==> src/rtl/vend_pkg.sv <==
// Shared types and constants for the vending sequencer.
package vend_pkg;

    localparam int unsigned COIN_UNIT = 5;
    localparam int unsigned CREDIT_W  = 6;
    // Wide enough for the default handshake timeout of one million cycles.
    localparam int unsigned TMO_W     = 21;
    // One spare bit so a coin sum can be range-checked before it is stored.
    localparam int unsigned SUM_W     = CREDIT_W + 1;

    typedef enum logic [2:0] {
        ST_IDLE     = 3'd0,
        ST_ACCUM    = 3'd1,
        ST_DISPENSE = 3'd2,
        ST_CHANGE   = 3'd3,
        ST_ERROR    = 3'd4
    } vend_state_t;

    // Value in credit units of the coin edges seen in one cycle.
    function automatic logic [SUM_W-1:0] coin_value(input logic c5, input logic c10);
        logic [SUM_W-1:0] v;
        v = '0;
        if (c5) begin
            v = v + SUM_W'(COIN_UNIT);
        end
        if (c10) begin
            v = v + SUM_W'(2 * COIN_UNIT);
        end
        return v;
    endfunction

endpackage

==> src/rtl/vend_edge.sv <==
// Rising-edge detector for an already-synchronised level input.
module vend_edge (
    input  logic clk,
    input  logic rst,
    input  logic i_in,
    output logic o_edge_c
);

    logic r_in_q;

    // Delayed copy of the input; reset loads the live level so a held input is not an edge.
    always_ff @(posedge clk) begin
        if (rst) begin
            r_in_q <= i_in;
        end else begin
            r_in_q <= i_in;
        end
    end

    // Edges are suppressed while reset is asserted.
    assign o_edge_c = i_in & ~r_in_q & ~rst;

endmodule

==> src/rtl/vend_seq.sv <==
// Vending machine sequencer: coin accumulation, dispense and change handshakes, timeout.
module vend_seq
    import vend_pkg::*;
#(
    parameter int unsigned PRICE   = 15,
    parameter int unsigned TIMEOUT = 1000000
) (
    input  logic                clk,
    input  logic                rst,
    input  logic                coin5,
    input  logic                coin10,
    input  logic                cancel,
    output logic                disp_req,
    input  logic                disp_ack,
    output logic                chg_req,
    input  logic                chg_ack,
    output logic [CREDIT_W-1:0] credit,
    output logic                busy,
    output logic                vend_done,
    output logic                coin_rej,
    output logic                err
);

    localparam logic [SUM_W-1:0]    PRICE_S    = SUM_W'(PRICE);
    localparam logic [CREDIT_W-1:0] PRICE_C    = CREDIT_W'(PRICE);
    localparam logic [CREDIT_W-1:0] UNIT_C     = CREDIT_W'(COIN_UNIT);
    localparam logic [SUM_W-1:0]    CREDIT_MAX = SUM_W'((1 << CREDIT_W) - 1);
    localparam logic [TMO_W-1:0]    TMO_LIM    = TMO_W'(TIMEOUT);

    vend_state_t         r_state;
    vend_state_t         w_state_nxt;
    logic [CREDIT_W-1:0] r_credit;
    logic [CREDIT_W-1:0] w_credit_nxt;
    logic                r_disp_req;
    logic                w_disp_req_nxt;
    logic                r_chg_req;
    logic                w_chg_req_nxt;
    logic                r_vend_done;
    logic                w_vend_done_nxt;
    logic                r_coin_rej;
    logic                w_coin_rej_nxt;
    logic                r_err;
    logic                w_err_nxt;
    logic                r_busy;
    logic                w_busy_nxt;
    logic [TMO_W-1:0]    r_tmo;
    logic [TMO_W-1:0]    w_tmo_nxt;
    logic                r_disp_ack_q;
    logic                r_chg_ack_q;

    logic                w_c5_edge_c;
    logic                w_c10_edge_c;
    logic                w_cancel_edge_c;
    logic                w_coin_any;
    logic [SUM_W-1:0]    w_sum;
    logic                w_sum_ok;
    logic [SUM_W-1:0]    w_new_credit;
    logic [CREDIT_W-1:0] w_disp_rem;
    logic [CREDIT_W-1:0] w_chg_rem;
    logic                w_in_hs;
    logic                w_hs_req;
    logic                w_hs_ack;
    logic                w_hs_ack_tr;
    logic                w_req_tr;

    vend_edge u_edge_c5 (
        .clk      (clk),
        .rst      (rst),
        .i_in     (coin5),
        .o_edge_c (w_c5_edge_c)
    );

    vend_edge u_edge_c10 (
        .clk      (clk),
        .rst      (rst),
        .i_in     (coin10),
        .o_edge_c (w_c10_edge_c)
    );

    vend_edge u_edge_cancel (
        .clk      (clk),
        .rst      (rst),
        .i_in     (cancel),
        .o_edge_c (w_cancel_edge_c)
    );

    // Coin arithmetic; a sum that cannot be represented is rejected instead of wrapping.
    assign w_coin_any   = w_c5_edge_c | w_c10_edge_c;
    assign w_sum        = {1'b0, r_credit} + coin_value(w_c5_edge_c, w_c10_edge_c);
    assign w_sum_ok     = (w_sum <= CREDIT_MAX);
    assign w_new_credit = (w_coin_any && w_sum_ok) ? w_sum : {1'b0, r_credit};
    assign w_disp_rem   = r_credit - PRICE_C;
    assign w_chg_rem    = r_credit - UNIT_C;

    // The handshake currently owned by the FSM, for timeout supervision.
    assign w_in_hs     = (r_state == ST_DISPENSE) || (r_state == ST_CHANGE);
    assign w_hs_req    = (r_state == ST_DISPENSE) ? r_disp_req : r_chg_req;
    assign w_hs_ack    = (r_state == ST_DISPENSE) ? disp_ack   : chg_ack;
    assign w_hs_ack_tr = (r_state == ST_DISPENSE) ? (disp_ack ^ r_disp_ack_q)
                                                  : (chg_ack ^ r_chg_ack_q);

    // State and registered outputs.
    always_ff @(posedge clk) begin
        if (rst) begin
            r_state      <= ST_IDLE;
            r_credit     <= '0;
            r_disp_req   <= 1'b0;
            r_chg_req    <= 1'b0;
            r_vend_done  <= 1'b0;
            r_coin_rej   <= 1'b0;
            r_err        <= 1'b0;
            r_busy       <= 1'b0;
            r_tmo        <= '0;
            r_disp_ack_q <= disp_ack;
            r_chg_ack_q  <= chg_ack;
        end else begin
            r_state      <= w_state_nxt;
            r_credit     <= w_credit_nxt;
            r_disp_req   <= w_disp_req_nxt;
            r_chg_req    <= w_chg_req_nxt;
            r_vend_done  <= w_vend_done_nxt;
            r_coin_rej   <= w_coin_rej_nxt;
            r_err        <= w_err_nxt;
            r_busy       <= w_busy_nxt;
            r_tmo        <= w_tmo_nxt;
            r_disp_ack_q <= disp_ack;
            r_chg_ack_q  <= chg_ack;
        end
    end

    // Next-state, credit, handshake and timeout decisions.
    always_comb begin
        w_state_nxt     = r_state;
        w_credit_nxt    = r_credit;
        w_disp_req_nxt  = r_disp_req;
        w_chg_req_nxt   = r_chg_req;
        w_vend_done_nxt = 1'b0;
        w_coin_rej_nxt  = 1'b0;
        w_err_nxt       = r_err;
        w_tmo_nxt       = '0;
        w_req_tr        = 1'b0;
        w_busy_nxt      = 1'b0;

        case (r_state)
            ST_IDLE, ST_ACCUM: begin
                w_coin_rej_nxt = w_coin_any && !w_sum_ok;
                w_credit_nxt   = CREDIT_W'(w_new_credit);
                // Cancel wins over dispense: the coin of the same cycle is refunded too.
                if ((r_state == ST_ACCUM) && w_cancel_edge_c) begin
                    w_state_nxt   = ST_CHANGE;
                    w_chg_req_nxt = 1'b1;
                end else if (w_new_credit >= PRICE_S) begin
                    w_state_nxt    = ST_DISPENSE;
                    w_disp_req_nxt = 1'b1;
                end else if (w_new_credit != '0) begin
                    w_state_nxt = ST_ACCUM;
                end else begin
                    w_state_nxt = ST_IDLE;
                end
            end
            ST_DISPENSE: begin
                w_coin_rej_nxt = w_coin_any;
                if (r_disp_req) begin
                    if (disp_ack) begin
                        w_disp_req_nxt = 1'b0;
                    end
                end else if (!disp_ack) begin
                    w_credit_nxt    = w_disp_rem;
                    w_vend_done_nxt = 1'b1;
                    if (w_disp_rem != '0) begin
                        w_state_nxt   = ST_CHANGE;
                        w_chg_req_nxt = 1'b1;
                    end else begin
                        w_state_nxt = ST_IDLE;
                    end
                end
            end
            ST_CHANGE: begin
                w_coin_rej_nxt = w_coin_any;
                if (r_chg_req) begin
                    if (chg_ack) begin
                        w_chg_req_nxt = 1'b0;
                    end
                end else if (!chg_ack) begin
                    w_credit_nxt = w_chg_rem;
                    if (w_chg_rem != '0) begin
                        w_chg_req_nxt = 1'b1;
                    end else begin
                        w_state_nxt = ST_IDLE;
                    end
                end
            end
            ST_ERROR: begin
                w_coin_rej_nxt = w_coin_any;
                w_disp_req_nxt = 1'b0;
                w_chg_req_nxt  = 1'b0;
            end
            default: begin
                w_state_nxt    = ST_IDLE;
                w_credit_nxt   = '0;
                w_disp_req_nxt = 1'b0;
                w_chg_req_nxt  = 1'b0;
            end
        endcase

        // Any req/ack movement restarts the wait; a stalled handshake ends in ERROR.
        if (w_in_hs) begin
            w_req_tr = (w_disp_req_nxt != r_disp_req) || (w_chg_req_nxt != r_chg_req);
            if (w_req_tr || w_hs_ack_tr) begin
                w_tmo_nxt = '0;
            end else if (w_hs_req ^ w_hs_ack) begin
                w_tmo_nxt = r_tmo + TMO_W'(1);
                if (w_tmo_nxt >= TMO_LIM) begin
                    w_state_nxt     = ST_ERROR;
                    w_err_nxt       = 1'b1;
                    w_disp_req_nxt  = 1'b0;
                    w_chg_req_nxt   = 1'b0;
                    w_credit_nxt    = r_credit;
                    w_vend_done_nxt = 1'b0;
                    w_tmo_nxt       = '0;
                end
            end
        end

        w_busy_nxt = (w_state_nxt == ST_DISPENSE) || (w_state_nxt == ST_CHANGE) ||
                     (w_state_nxt == ST_ERROR);
    end

    assign credit    = r_credit;
    assign disp_req  = r_disp_req;
    assign chg_req   = r_chg_req;
    assign vend_done = r_vend_done;
    assign coin_rej  = r_coin_rej;
    assign err       = r_err;
    assign busy      = r_busy;

endmodule

==> config.mk <==
export PLATFORM = sky130hd
export DESIGN_NAME = vend_seq
export DESIGN_NICKNAME = d
export VERILOG_FILES = /design/src/rtl/vend_pkg.sv /design/src/rtl/vend_edge.sv /design/src/rtl/vend_seq.sv
export SDC_FILE = /design/constraint.sdc
export NUM_CORES = 1
export LEC_CHECK = 0
export BUFFER_PORTS_ARGS = -buffer_cell sky130_fd_sc_hd__clkbuf_2
export CAP_MARGIN = 15
export CORE_ASPECT_RATIO = 1.75
export CORE_UTILIZATION = 55
export DETAILED_ROUTE_END_ITERATION = 16
export PLACE_DENSITY = 0.84
export SETUP_SLACK_MARGIN = 0.15
export SKIP_CTS_REPAIR_TIMING = 1
export SYNTH_ARGS = -nofsm -noshare
export SYNTH_HDL_FRONTEND = slang
export SYNTH_SLANG_ARGS = --single-unit
==> constraint.sdc <==
create_clock -name clk -period 2.5 [get_ports clk]
set_input_delay 0 -clock clk [delete_from_list [all_inputs] [get_ports clk]]
set_output_delay 0 -clock clk [all_outputs]
set_load 0.03 [all_outputs]
==> impl_metrics.yaml, run 1 <==
place:
  hpwl_microns: 5530
  numPortBuffers: 18
  gp_congestion: 0.948
floorplanning:
  rows: 33
  die_w_microns: 55.0
  dieArea_sq_um: 5220
  core-area_sq_um: 4710
  die_h_microns: 94.8
  ios: 19
  floorplan.initialDensity_pct: 57.5
timing:
  finalHoldViolations: 1
  fin_skew_ns: 0.0161
  min_period_ns: 2.58
  setup_viol: 6
  clock.fmax_mhz: 388
  rsz0062_at_grt: "yes"
  period_share_pct: 103
  fin_ws_ns: -0.0769
  drv_slew: 0
  whs_ns: -0.107
  tightest_slew_ns: 0.521
  max-slew-margin-rel_pct: 65.2
worst_setup_path:
  worst_setup_path_end_kind: "flop"
  cp.arrival_ns: 2.75
  required_ns: 2.68
  critPathMaxStageDelay_ns: 0.44
  crit_buf_inv: 1
  critical-path-top-delay-family: "compound AO/OA/AOI/OAI gates"
  worstPathCellList: "nand2b_4 > nor2_4 > ha_1 > a21oi_2 > o311ai_2 > or4_1 > o21ai_1 > o211ai_1 > buf_4 > a211oi_2 > a31oi_1"
  start_kind: "flop"
  crit_fanout: 4
  crit_type: "reg2reg"
  cp_slowest_cell: "or4_1"
global_route:
  grt_start_max_net_pins: 23
  grt_use_total_pct: 32.8
  use_met3_pct: 11.3
  grt_pass1_vias: 2632
  met2_usage_pct: 57.2
  met1_usage_pct: 30.3
  antenna_found_initial: 0
  busiest_layer: "met2"
  grt-ovfl-total: 0
  grt_pass1_wl_microns: 12300
pwr:
  p_clk_share_pct: 20.4
  p_switching_w: 0.00113
  power_w: 0.00264
  vdd_drop_max_mv: 0.663
  p_int_w: 0.00151
  power-per-cell-area_nw_per_um2: 796
  pwr-share-seq_pct: 33.5
  p_leak_nw: 1.27
  pwr-share-comb_pct: 46.1
  p_sw_share_pct: 42.8
clocking:
  path_clk_slew_ns: 0.09
  cts_tree: "built"
  cts.sinks: 41
  cts-root-buf: "clkbuf_8"
  htreeDepth: 2
  clkLatencyLatePin_ns: 0.31
  cts_max_path_buffers: 2
  cts_buffers: 5
synth:
  ys.warnings.count: 0
  synth_edf_count: 0
  syn_nets: 346
  yosys-top-cells-count: "dfxtp_1, nor2_1, nand2_1"
  syn_area_per_cell_sq_um: 8.18
  ys_ff_latch: 41
  yosysSeqAreaShare_pct: 30.3
  async_flop_share_pct: 0
  synth_top_area_cell: "dfxtp_1"
  syn_inst: 331
  netlist_area_sq_um: 2710
  synth_flop_cell: "dfxtp_1"
  yosysTopAreaCellShare_pct: 30.3
  synth_cell_types: 68
  synthMostInstantiatedCell: "dfxtp_1"
  synthTopCellsByArea: "dfxtp_1, nor2_1, xnor2_1"
route:
  first_pass_iters: 5
  wire_per_inst_microns: 18.7
  viasPerCell: 6.37
  drtAntennaViolNets: 0
  drt_iter0_drc: 179
  vias: 2741
  routed_wl_microns: 8030
  drc_errors: 0
final_layout:
  top_register: "r_tmo"
  area_growth_pct: 22.4
  diodes: 0
  n_fill_cell: 355
  drive_gt1_share_pct: 30.2
  nets: 392
  largest_reg_flops: 21
run:
  cap_violations: 0
hold_path:
  hp-class: "in2reg"
run_status:
  violations: "negative hold slack, negative setup slack"
  status: "finished with violations"
[logic make-up after synthesis]
group / after synthesis / share of synthesized area (%)
AOI/OAI and AO/OA: 79 / 20.7
xor gates and xnor gates: 26 / 8.92
adders and majority gates: 8 / 3.98
buffers and inverters: 31 / 6.29
DFF: 41 / 30.3
muxes: 2 / 0.740
other: 1 / 0.139
and+or+nand+nor: 143 / 28.9
[path summary, 6_finish.rpt]
path | cells past startpoint | slack, ns | endpoint | from
max | 11 | -0.08 | busy$_SDFF_PP0_ | u_edge_c10.r_in_q$_DFF_P_
min | 1 | -0.11 | u_edge_c5.r_in_q$_DFF_P_ | coin5
max reg2reg | 11 | -0.08 | busy$_SDFF_PP0_ | u_edge_c10.r_in_q$_DFF_P_
min reg2reg | 2 | 0.47 | err$_SDFFE_PP0P_ | err$_SDFFE_PP0P_
[through the flow]
step                      cell area [sq um]  std cells  setup slack [ns]  TNS (ns)  utilization, %
final                                  3310        430           -0.0769    -0.321            70.4
after floorplan                        2770        331          0.000936         0               -
after CTS                              3130        421            -0.114    -0.417            66.5
after global routing                   3310        430            -0.162    -0.836            70.4
after detailed placement               3020        413           -0.0795    -0.270            64.1
after global placement                 3020        413           0.00283         0            64.1
[layer usage]
metal	wire, microns	up-vias
li1	-	1280
met1	2820	1305
met2	4410	115
met3	408	41
met4	386	0
met5	0	-
[power by group through the flow]
| stage | clock (W) | sequential, W | combinational (W) |
|---|---|---|---|
| 5_1_grt | 0.000568 | 0.000897 | 0.00132 |
| 6_report | 0.000538 | 0.000884 | 0.00122 |
| 3_3_place_gp | 0 | 0.000878 | 0.00106 |
| 3_5_place_dp | 0 | 0.000885 | 0.00108 |
| 4_1_cts | 0.000541 | 0.000869 | 0.00108 |
| 2_1_floorplan | 0 | 0.000953 | 0.000670 |
[cell usage in the layout (no fill, tap or decap), types with 5 or more instances in the layout]
cell / n
o211ai_1: 5
xnor2_1: 14
o21ai_0: 14
xor2_1: 11
nor3_1: 6
clkbuf_8: 6
nand2_1: 29
dfxtp_2: 12
nand2b_1: 7
clkbuf_2: 18
a21oi_2: 5
nand4_1: 5
dfxtp_1: 28
inv_1: 13
ha_1: 7
nand3_1: 12
nor2_1: 37
buf_4: 34
nand3b_1: 5
a21oi_1: 12
[layout make-up]
type                       instances  area [sq um]  share of cell area, %
sequential                        41           840                   25.3
tap                               52          65.1                   1.96
multi-input combinational        259          1860                   56.0
clock buffer                       8           111                   3.36
inverter                          14          55.1                   1.66
timing repair buffer              56           385                   11.6
Power figures use the tool's default switching activity.
==> run 2, diff against run 1 <==
--- a/config.mk
+++ b/config.mk
@@ -8,10 +8,10 @@
 export BUFFER_PORTS_ARGS = -buffer_cell sky130_fd_sc_hd__clkbuf_2
 export CAP_MARGIN = 15
 export CORE_ASPECT_RATIO = 1.75
+export CORE_MARGIN = 4
 export CORE_UTILIZATION = 55
 export DETAILED_ROUTE_END_ITERATION = 16
 export PLACE_DENSITY = 0.84
-export SETUP_SLACK_MARGIN = 0.15
 export SKIP_CTS_REPAIR_TIMING = 1
 export SYNTH_ARGS = -nofsm -noshare
 export SYNTH_HDL_FRONTEND = slang
==> impl_metrics.yaml, run 2 (synthesis results as in run 1) <==
clocking:
  cts-root-buf: "clkbuf_8"
  cts_buffers: 5
  cts.sinks: 41
  htreeDepth: 2
  cts_max_path_buffers: 2
  clkLatencyLatePin_ns: 0.30
  cts_tree: "built"
  path_clk_slew_ns: 0.08
floorplanning:
  rows: 33
  core-area_sq_um: 4710
  dieArea_sq_um: 6150
  die_w_microns: 61.0
  die_h_microns: 101
  floorplan.initialDensity_pct: 57.5
  ios: 19
final_layout:
  final_area_sq_um: 3170
  nets: 383
  drive_gt1_share_pct: 24.1
  area_growth_pct: 17.3
  largest_reg_flops: 21
  diodes: 0
  n_fill_cell: 390
  multiInputGateArea_sq_um: 1820
  seq_area_sq_um: 828
  top_register: "r_tmo"
  mostFrequentLayoutCells: "nor2_1, dfxtp_1, nand2_1"
global_route:
  antenna_found_initial: 0
  grt_pass1_wl_microns: 11900
  grt_start_max_net_pins: 22
  grt-ovfl-total: 0
  grt_pass1_vias: 2585
  grt_use_total_pct: 25.5
timing:
  fin_skew_ns: 0.00883
  fin_ws_ns: -0.0709
  min_period_ns: 2.57
  tightest_slew_ns: 0.658
  rsz0062_at_grt: "yes"
  setup_viol: 6
  finalHoldViolations: 1
  drv_slew: 0
  max-slew-margin-rel_pct: 56.1
  whs_ns: -0.0959
  clock.fmax_mhz: 389
  period_share_pct: 103
worst_setup_path:
  regToRegSetupSlack_ns: -0.07
  worst_setup_path_end_kind: "flop"
  endpoint: "credit[1]$_SDFFE_PP0P_"
  timing.rr.start: "u_edge_c10.r_in_q$_DFF_P_"
  cp.depth: 11
  crit_start: "u_edge_c10.r_in_q$_DFF_P_"
  crit_type: "reg2reg"
  r2r-end: "credit[1]$_SDFFE_PP0P_"
  crit_buf_inv: 1
  worstPathCellList: "nand2b_4 > nor2_2 > fa_2 > and4bb_2 > nor4_4 > buf_4 > o21ai_4 > mux2i_1 > o21ai_1 > or3_1 > a21oi_1"
  reg2reg_depth: 11
  critical-path-top-delay-family: "simple AND/OR/NAND/NOR gates"
  crit_fanout: 6
  required_ns: 2.73
  cp_slowest_cell: "fa_2"
  cp.arrival_ns: 2.80
  start_kind: "flop"
  critPathMaxStageDelay_ns: 0.41
place:
  hpwl_microns: 5260
  numPortBuffers: 18
  dpl_cell_area_sq_um: 2950
  gp_congestion: 1.00
  pre_cts_slack_ns: -0.113
route:
  routed_wl_microns: 7160
  vias: 2608
  viasPerCell: 6.19
  maxUsedRoutingLayer: "met4"
  drt_iter0_drc: 116
  drtAntennaViolNets: 0
  first_pass_iters: 5
  drc_errors: 0
  met3_length_microns: 217
  wl_met1_microns: 2470
  wire_per_inst_microns: 17.0
  wl_met2_microns: 4050
pwr:
  pwr-share-comb_pct: 44.9
  vdd_drop_max_mv: 0.513
  p_int_w: 0.00137
  pwr-share-seq_pct: 36.8
  p_leak_nw: 1.21
  power-per-cell-area_nw_per_um2: 762
  p_switching_w: 0.00105
  p_sw_share_pct: 43.4
  p_clk_share_pct: 18.3
run:
  cap_violations: 0
hold_path:
  hp-class: "in2reg"
run_status:
  violations: "negative hold slack, negative setup slack"
  status: "finished with violations"
## run 2: cell count changes in the layout (fill, tap and decap cells not counted), sizes merged
cell / before / now
clkbuf: 26 / 23
inv: 14 / 15
buf: 34 / 25
clkinv: 0 / 2
## run 2: worst min path at each step
stage / cells past startpoint / startpoint / endpoint / slack, ns
2_1_floorplan: 0 / chg_ack / r_chg_ack_q$_DFF_P_ / 0.03
3_3_place_gp: 1 / cancel / u_edge_cancel.r_in_q$_DFF_P_ / 0.13
3_5_place_dp: 1 / cancel / u_edge_cancel.r_in_q$_DFF_P_ / 0.13
4_1_cts: 1 / cancel / u_edge_cancel.r_in_q$_DFF_P_ / -0.17
5_1_grt: 1 / coin5 / u_edge_c5.r_in_q$_DFF_P_ / -0.1
6_report: 1 / coin5 / u_edge_c5.r_in_q$_DFF_P_ / -0.1
## run 2: metrics by stage
| stage | TNS [ns] | cells | power, W | utilization, % |
|---|---|---|---|---|
| finish | -0.260 | 421 | 0.00242 | 67.4 |
| global route | -0.968 | 421 | 0.00256 | 67.4 |
| CTS | -0.322 | 414 | 0.00235 | 64.6 |
| detailed placement | -0.204 | 406 | 0.00191 | 62.8 |
| global placement | -0.148 | 406 | 0.00189 | 62.8 |
| floorplan | -0.0226 | 331 | 0.00161 | - |
## run 2: metal layers
metal,up-vias,GRT usage (%)
li1,1262,-
met1,1239,25.6
met2,76,46.7
met3,31,2.44
met4,0,16.2
met5,-,0
## run 2: power groups by stage
stage / Sequential (W) / Clock (W) / Combinational, W
finish: 0.000890 / 0.000443 / 0.00108
global route: 0.000906 / 0.000478 / 0.00117
CTS: 0.000881 / 0.000448 / 0.00102
detailed placement: 0.000897 / 0 / 0.00101
global placement: 0.000895 / 0 / 0.00100
floorplan: 0.000953 / 0 / 0.000662
## run 2: final cells by class
type                    count  area share, %
repair buffers             47           10.0
clock buffers               5           2.17
inverters                  14           1.73
well taps                  52           2.05
flip-flops and latches     41           26.1
multi-input cells         259           57.4
clock inverters             3          0.512
## run 2: worst register-to-register path, cell delays in order (launching register included)
cell and delay (ns):
dfxtp_2 0.32, nand2b_4 0.11, nor2_2 0.05, fa_2 0.41
and4bb_2 0.30, nor4_4 0.29, buf_4 0.18, o21ai_4 0.09
mux2i_1 0.19, o21ai_1 0.10, or3_1 0.33, a21oi_1 0.14
